`src/rtl/mdu_seq.sv`:
```
// mdu_seq: iterative radix-2 multiply/divide sequencer (RISC-V M ops, ARM MUL).
// Multiply uses shift-add and divide uses restoring subtraction, one bit per cycle.
// Operands are converted to magnitudes on entry, and the sign is fixed up in FIX.
// Optional macro MDU_EARLY_OUT_EN: trivial operations jump from IDLE straight to FIX.
module mdu_seq #(
    parameter int XLEN = 32
) (
    input  logic            clk,
    input  logic            reset_n,
    input  logic            start,
    input  logic [2:0]      op,
    input  logic [XLEN-1:0] a,
    input  logic [XLEN-1:0] b,
    input  logic            flush,
    output logic            busy,
    output logic            done,
    output logic [XLEN-1:0] result
);

    localparam int CW = $clog2(XLEN + 1);

    localparam logic [2:0] OP_MUL    = 3'b000;
    localparam logic [2:0] OP_MULH   = 3'b001;
    localparam logic [2:0] OP_MULHSU = 3'b010;
    localparam logic [2:0] OP_MULHU  = 3'b011;
    localparam logic [2:0] OP_DIV    = 3'b100;
    localparam logic [2:0] OP_DIVU   = 3'b101;
    localparam logic [2:0] OP_REM    = 3'b110;
    localparam logic [2:0] OP_REMU   = 3'b111;

    typedef enum logic [1:0] {S_IDLE, S_CALC, S_FIX, S_DONE} state_t;

    state_t            state_q, state_d;
    logic [CW-1:0]     count_q, count_d;
    logic [2:0]        op_q, op_d;
    logic [2*XLEN-1:0] acc_q, acc_d;      // product, or remainder:quotient
    logic [XLEN-1:0]   opnd_q, opnd_d;    // multiplicand or divisor magnitude
    logic [XLEN-1:0]   a_q, a_d;          // original dividend for divide-by-zero
    logic              sign_a_q, sign_a_d;
    logic              neg_q, neg_d;      // operand signs differ
    logic              div0_q, div0_d;
    logic [XLEN-1:0]   result_q, result_d;

    // Operand sign handling at accept time
    logic            signed_a, signed_b, sa, sb, accept, early_out;
    logic [XLEN-1:0] mag_a, mag_b;

    assign signed_a = (op == OP_MULH) || (op == OP_MULHSU) || (op == OP_DIV) || (op == OP_REM);
    assign signed_b = (op == OP_MULH) || (op == OP_DIV) || (op == OP_REM);
    assign sa       = signed_a & a[XLEN-1];
    assign sb       = signed_b & b[XLEN-1];
    assign mag_a    = sa ? -a : a;
    assign mag_b    = sb ? -b : b;
    assign accept   = (state_q == S_IDLE) && start && !flush;

`ifdef MDU_EARLY_OUT_EN
    logic div_ovf;
    assign div_ovf   = ((op == OP_DIV) || (op == OP_REM)) &&
                       (a == {1'b1, {(XLEN-1){1'b0}}}) && (b == '1);
    assign early_out = op[2] ? ((b == '0) || div_ovf) : ((a == '0) || (b == '0));
`else
    assign early_out = 1'b0;
`endif

    // State and datapath registers with synchronous active-low reset
    always_ff @(posedge clk) begin
        if (!reset_n) begin
            state_q  <= S_IDLE;
            count_q  <= '0;
            op_q     <= '0;
            acc_q    <= '0;
            opnd_q   <= '0;
            a_q      <= '0;
            sign_a_q <= 1'b0;
            neg_q    <= 1'b0;
            div0_q   <= 1'b0;
            result_q <= '0;
        end else begin
            state_q  <= state_d;
            count_q  <= count_d;
            op_q     <= op_d;
            acc_q    <= acc_d;
            opnd_q   <= opnd_d;
            a_q      <= a_d;
            sign_a_q <= sign_a_d;
            neg_q    <= neg_d;
            div0_q   <= div0_d;
            result_q <= result_d;
        end
    end

    // Next-state logic; flush overrides everything, including a start in IDLE
    always_comb begin
        state_d = state_q;
        case (state_q)
            S_IDLE: if (start) state_d = early_out ? S_FIX : S_CALC;
            S_CALC: if (count_q == CW'(1)) state_d = S_FIX;
            S_FIX:  state_d = S_DONE;
            S_DONE: state_d = S_IDLE;
            default: state_d = S_IDLE;
        endcase
        if (flush) state_d = S_IDLE;
    end

    // Outputs decoded from state
    always_comb begin
        busy   = (state_q != S_IDLE);
        done   = (state_q == S_DONE);
        result = result_q;
    end

    // Iteration datapath and final sign fix-up
    logic [XLEN:0]     mul_sum;
    logic [XLEN:0]     div_shift;
    logic [XLEN+1:0]   div_trial;
    logic [2*XLEN-1:0] prod_fix;
    logic [XLEN-1:0]   quo_fix, rem_fix;

    always_comb begin
        count_d  = count_q;
        op_d     = op_q;
        acc_d    = acc_q;
        opnd_d   = opnd_q;
        a_d      = a_q;
        sign_a_d = sign_a_q;
        neg_d    = neg_q;
        div0_d   = div0_q;
        result_d = result_q;

        mul_sum   = {1'b0, acc_q[2*XLEN-1:XLEN]} + (acc_q[0] ? {1'b0, opnd_q} : '0);
        div_shift = acc_q[2*XLEN-1:XLEN-1];
        div_trial = {1'b0, div_shift} - {2'b00, opnd_q};
        prod_fix  = neg_q ? -acc_q : acc_q;
        quo_fix   = neg_q ? -acc_q[XLEN-1:0] : acc_q[XLEN-1:0];
        rem_fix   = sign_a_q ? -acc_q[2*XLEN-1:XLEN] : acc_q[2*XLEN-1:XLEN];

        if (accept) begin
            op_d     = op;
            a_d      = a;
            sign_a_d = sa;
            neg_d    = sa ^ sb;
            div0_d   = op[2] && (b == '0);
            count_d  = CW'(XLEN);
            opnd_d   = op[2] ? mag_b : mag_a;
            acc_d    = {{XLEN{1'b0}}, (op[2] ? mag_a : mag_b)};
            // An early-out multiply has a zero operand, so the product is zero.
            // Early-out overflow already holds the answer (quotient 2^(XLEN-1), remainder 0).
            if (early_out && !op[2]) acc_d = '0;
        end else if (state_q == S_CALC) begin
            count_d = count_q - CW'(1);
            if (!op_q[2]) begin
                acc_d = {mul_sum, acc_q[XLEN-1:1]};
            end else if (!div_trial[XLEN+1]) begin
                acc_d = {div_trial[XLEN-1:0], acc_q[XLEN-2:0], 1'b1};
            end else begin
                acc_d = {div_shift[XLEN-1:0], acc_q[XLEN-2:0], 1'b0};
            end
        end else if ((state_q == S_FIX) && !flush) begin
            case (op_q)
                OP_MUL:                       result_d = prod_fix[XLEN-1:0];
                OP_MULH, OP_MULHSU, OP_MULHU: result_d = prod_fix[2*XLEN-1:XLEN];
                OP_DIV, OP_DIVU:              result_d = div0_q ? '1 : quo_fix;
                OP_REM, OP_REMU:              result_d = div0_q ? a_q : rem_fix;
                default:                      result_d = result_q;
            endcase
        end
    end

endmodule

```
`config.mk`:
```
export PLATFORM = sky130hd
export DESIGN_NAME = mdu_seq
export DESIGN_NICKNAME = d
export VERILOG_FILES = /design/src/rtl/mdu_seq.sv
export SDC_FILE = /design/constraint.sdc
export NUM_CORES = 1
export LEC_CHECK = 0
export BUFFER_PORTS_ARGS = -buffer_cell sky130_fd_sc_hd__buf_2
export CAP_MARGIN = 20
export CORE_AREA = 2 2 234 236
export DETAILED_ROUTE_END_ITERATION = 8
export DIE_AREA = 0 0 236 238
export HOLD_SLACK_MARGIN = 0.12
export SETUP_SLACK_MARGIN = 0.15
export SLEW_MARGIN = 20
export SYNTH_ARGS = -nofsm -noshare
export SYNTH_HDL_FRONTEND = slang
export SYNTH_SLANG_ARGS = --single-unit
export TNS_END_PERCENT = 30
```
`constraint.sdc`:
```
create_clock -name clk -period 3.9 [get_ports clk]
set_input_delay 0.78 -clock clk [delete_from_list [all_inputs] [get_ports clk]]
set_output_delay 0.78 -clock clk [all_outputs]
set_load 0.02 [all_outputs]
```
Word-level counts from Yosys, hierarchy flattened --
Cells that the tools add are included.
Storage, ports and cells: bits of input ports 71, bits in registers 174, output and inout bits 34, word-level logic and storage cells 85
Operators by class: add/sub/neg operators 8, equality and inequality tests 17, reductions and logical operators 22, multiplexer cells 20, bitwise gates (word level) 6
Operators by type and width (number):
- 2-to-1 mux 32 bit | 11
- 2-to-1 mux 64 bit | 3
- negation 32 bit | 4
- case mux 32 bit (4 select lines) | 1
- negation 64 bit | 1
- subtractor 33 x 32 -> 34 bit | 1
- adder 32 x 32 -> 33 bit | 1
- zero test 32 bit | 1
- == test 3 bit, second input constant | 6
- 2-to-1 mux 6 bit | 2
- == test 3 x 2 -> 1 bit, second input constant | 3
- case mux 2 bit (4 select lines) | 1
- OR reduction 2 bit | 4
- == test 3 x 1 -> 1 bit, second input constant | 2
- == test 6 x 1 -> 1 bit, second input constant | 1
- subtractor 6 x 1 -> 6 bit, second input constant | 1
- logical OR 1 bit | 5
- == test 2 bit, second input constant | 2
- logical AND 1 bit | 4
- 2-to-1 mux 2 bit | 2
- inequality test 2 bit, second input constant | 2
- nonzero test 2 bit | 2
- zero test 3 bit | 1
- inverter 1 bit | 3
- other kinds (8) | 9

Depth between registers and ports, before layout --
depth after elaboration 8, depth in mapped cells 15, gate-level depth less buffers 13

Worst setup path after synthesis --
No wires, ideal clock.
kind register to register, start point reg acc_q[0], end point reg acc_q[54], setup time 0.079 ns, clock period less this slack 3.112 ns, slack 0.788 ns, required time 3.821 ns, cell stages (with the launch flop) 14, arrival time 3.034 ns, buffers on the path 1, cells stage by stage dfxtp_1 > inv_1 > buf_1 > nor2_1 > ha_1 > a211o_1 > a211o_1 > a211oi_1 > nor3_1 > a31oi_1 > o21ai_0 > xnor2_1 > or3_1 > o211ai_1
Between the ends: word-level cells in the longest chain between the ends 3
RTL lines:
- from (decl) | line 36 | logic [2*XLEN-1:0] acc_q, acc_d;
- from (signal assigned) | line 71 | acc_q <= '0;
- from (signal assigned) | line 82 | acc_q <= acc_d;
- 2-to-1 mux 32 bit | line 130 | mul_sum = {1'b0, acc_q[2*XLEN-1:XLEN]} + (acc_q[0] ? {1'b0, opnd_q} : '0);
- adder 32 x 32 -> 33 bit | line 130
- 2-to-1 mux 64 bit | line 151 | if (!op_q[2]) begin
No other way between the ends. A chain may end at the register's enable or synchronous reset.

Worst setup path in the final report --
start point reg acc_q[44], end point reg acc_q[54]
Between the ends: word-level cells in the longest chain between the ends 3, elaborated cells on any way between the ends 4, classes of those cells add/sub: 2; mux: 2
RTL lines:
- subtractor 33 x 32 -> 34 bit | line 132 | div_trial = {1'b0, div_shift} - {2'b00, opnd_q};
- 2-to-1 mux 64 bit | line 153 | end else if (!div_trial[XLEN+1]) begin
- 2-to-1 mux 64 bit * | line 151
Mark *: on every way between the ends. The rest lies on a longest branch, timed or not.

==> impl_metrics.env <==
export IMPL_coreArea_um2=53500
export IMPL_ff2ff_setup_slack_ps=360
export IMPL_ys_seq_area_share_pct=21.9
export IMPL_portBuffers=104
export IMPL_drtAntennaViolNets=0
export IMPL_r2r_end="acc_q[54]"
export IMPL_die_w_um=236
export IMPL_slew_headroom_pct=33.3
export IMPL_syn_area_per_cell_um2=7.23
export IMPL_cts_root_buf="clkbuf_16"
export IMPL_grt_pass1_wl_um=103000
export IMPL_status="finished clean"
export IMPL_tightest_slew_ps=988
export IMPL_num_io_pins=105
export IMPL_total_power_mw=6.14
export IMPL_skew_ps=27.0
export IMPL_irDropWorstVdd_uv=329
export IMPL_die_h_um=238
export IMPL_start_kind="flop"
export IMPL_synth_largest_area_cell="dfxtp_1"
export IMPL_gp_congestion=1.01
export IMPL_whs_ps=450
export IMPL_multi_input_area_um2=11500
export IMPL_cp_required_ps=4300
export IMPL_yosysTopAreaCellShare_pct=21.9
export IMPL_ys_warnings_count=0
export IMPL_insertion_delay_ps=480
export IMPL_vias_per_cell=5.90
export IMPL_timing_worst_setup_path_type="flop to flop"
export IMPL_wl_per_cell_um=23.3
export IMPL_hpwlAfterDp_um=53700
export IMPL_drc=0
export IMPL_vias=17500
export IMPL_num_antenna_cells=0
export IMPL_fin_nets=2400
export IMPL_cp_data_arrival_time_ps=3940
export IMPL_grt_max_degree=79
export IMPL_layout_drive_gt1_share_pct=12.2
export IMPL_rows=85
export IMPL_r2r_cells=10
export IMPL_syn_area_um2=15900
export IMPL_timing_rr_start="acc_q[44]"
export IMPL_synth_edff_count=0
export IMPL_finalSetupTns_ps=0
export IMPL_layout_min_cycle_time_ps=3540
export IMPL_place_ws_ps=371
export IMPL_final_cells=2961
export IMPL_power_density_nw_per_um2=341
export IMPL_track_usage_pct=23.9
export IMPL_gr_total_overflow=0
export IMPL_drv_slew=0
export IMPL_floorplan_initialDensity_pct=29.8
export IMPL_post_synth_inst_count=2205
export IMPL_grt_pass1_vias=16600
export IMPL_final_setup_worst_slack_ps=361
export IMPL_rsz0062_at_grt="true"
export IMPL_seq_area_um2=3490
export IMPL_crit_path_end="acc_q[54]"
export IMPL_hp_class="flop to flop"
export IMPL_synthTopCellsByArea="dfxtp_1 (22%), a21oi_1 (6.2%), nand2_1 (5.9%), ha_1 (5.9%), xnor2_1 (5.7%)"
export IMPL_final_area_um2=18000
export IMPL_worstPathMaxFanout=9
export IMPL_period_share_pct=90.7
export IMPL_routed_wl_um=68900
export IMPL_syn_to_final_growth_pct=13.0
export IMPL_synth_distinct_cells=81
export IMPL_holdBufCountCts=0
export IMPL_hold_violations=0
export IMPL_max_freq_mhz=283
export IMPL_antenna_found_initial=1
export IMPL_final_util_pct=33.7
export IMPL_path_clk_slew_ps=80
export IMPL_cts_inserted_buffers=17
export IMPL_setup_viol=0
export IMPL_dieArea_um2=56200
export IMPL_async_reset_ff_share_pct=0
export IMPL_synth_ff_type="dfxtp_1"
export IMPL_drv_cap=0
export IMPL_fillers=5738
export IMPL_first_pass_iters=6
export IMPL_htree_levels=4
export IMPL_placed_cell_area_um2=17400
export IMPL_cts_tree="built"
export IMPL_placedCellCount=2929
export IMPL_ys_ff_latch=174
export IMPL_cp_startpoint="acc_q[44]"
export IMPL_critPathCaptureType="flop"
export IMPL_syn_nets=2353
export IMPL_cts_buffer_depth=2
export IMPL_dr_first_iter_drc_count=2106
export IMPL_p_leak_nw=7.06
export IMPL_cts_sinks=174
logic make-up after synthesis:
family                   Yosys count  share of synthesized area [%]
AO/OA/AOI/OAI                    719                           29.4
XOR/XNOR                         192                           10.5
adder cells (fa/ha/maj)           77                           6.14
buffers and inverters            246                           6.04
flip-flops                       174                           21.9
multiplexers                      82                           5.24
AND/OR/NAND/NOR                  715                           20.8
per-layer routing:
metal / global-route usage (%) / part of all wire (%)
met1: 31.4 / 43
met2: 37.2 / 43
met3: 5.02 / 8.7
met4: 11.5 / 4.8
met5: 0 / 0
layout by cell type, fill, tap and decap left out, types with 19 or more instances in the layout:
cell type	instances
o211ai_1	74
inv_1	77
o21ai_0	156
nor3_1	44
a21oi_1	196
xor2_1	88
buf_4	88
o31ai_1	34
ha_1	74
a21o_1	23
nor2_1	213
or3_1	21
nand2_1	252
mux2i_1	71
nand3_1	45
a211oi_1	31
a221oi_1	19
dfxtp_1	172
xnor2_1	104
a22o_1	38
buf_2	104
worst min path at each step:
stage          startpoint         to  slack, ps  cells after the start
6_report        result[8]  result[8]        450                      2
5_1_grt         result[0]  result[0]        470                      1
4_1_cts         result[8]  result[8]        450                      2
3_5_place_dp    result[8]  result[8]        440                      2
3_3_place_gp    result[9]  result[9]        420                      2
2_1_floorplan      a_q[1]     a_q[1]        430                      2
synth_stat cells (13+ instances only):
cell	instances
a211oi_1	31
a21o_1	23
a21oi_1	196
a221oi_1	19
a22o_1	38
a31oi_1	17
and3_1	17
buf_1	22
clkbuf_1	127
dfxtp_1	174
ha_1	75
inv_1	77
mux2i_1	71
nand2_1	252
nand2b_1	13
nand3_1	45
nor2_1	216
nor3_1	45
nor4_1	17
o211ai_1	74
o21ai_0	156
o22ai_1	17
o31ai_1	34
o41ai_1	14
or3_1	21
or4_1	14
xnor2_1	104
xor2_1	88
power breakdown:
group	internal [mW]	switching [mW]
Combinational	0.822	1.46
Clock	0.884	0.941
Sequential	1.87	0.163
Total	3.58	2.56
registers in the layout, indices dropped and copies added (netlist names), 2 cells and up:
register and count:
opnd_q 32, op_q 3, acc_q 64, result 32, a_q 32, state_q 2, count_q 6
layout make-up:
type / count / share of cell area [%]
clock buffer: 18 / 2.44
clock inverter: 14 / 0.938
inverter: 81 / 1.69
multi-input combinational: 1785 / 64.1
sequential: 174 / 19.4
tap: 696 / 4.84
timing repair buffer: 193 / 6.67
critical path, cell delays in order (launching register included):
cell	delay, ps
dfxtp_1	670
ha_1	410
a21oi_1	230
o21ai_0	220
nor4b_1	330
nor3_1	150
a31oi_1	580
o21ai_0	240
xnor2_1	160
or3_1	350
o211ai_1	100
repair_timing:
| action | 4_1_cts | 5_1_grt |
|---|---|---|
| resized for setup | 0 | 2 |
| setup buffers | 0 | 0 |
| endpoints found under the setup margin | 0 | 5 |
No activity file was read; power rests on OpenSTA's default activity.
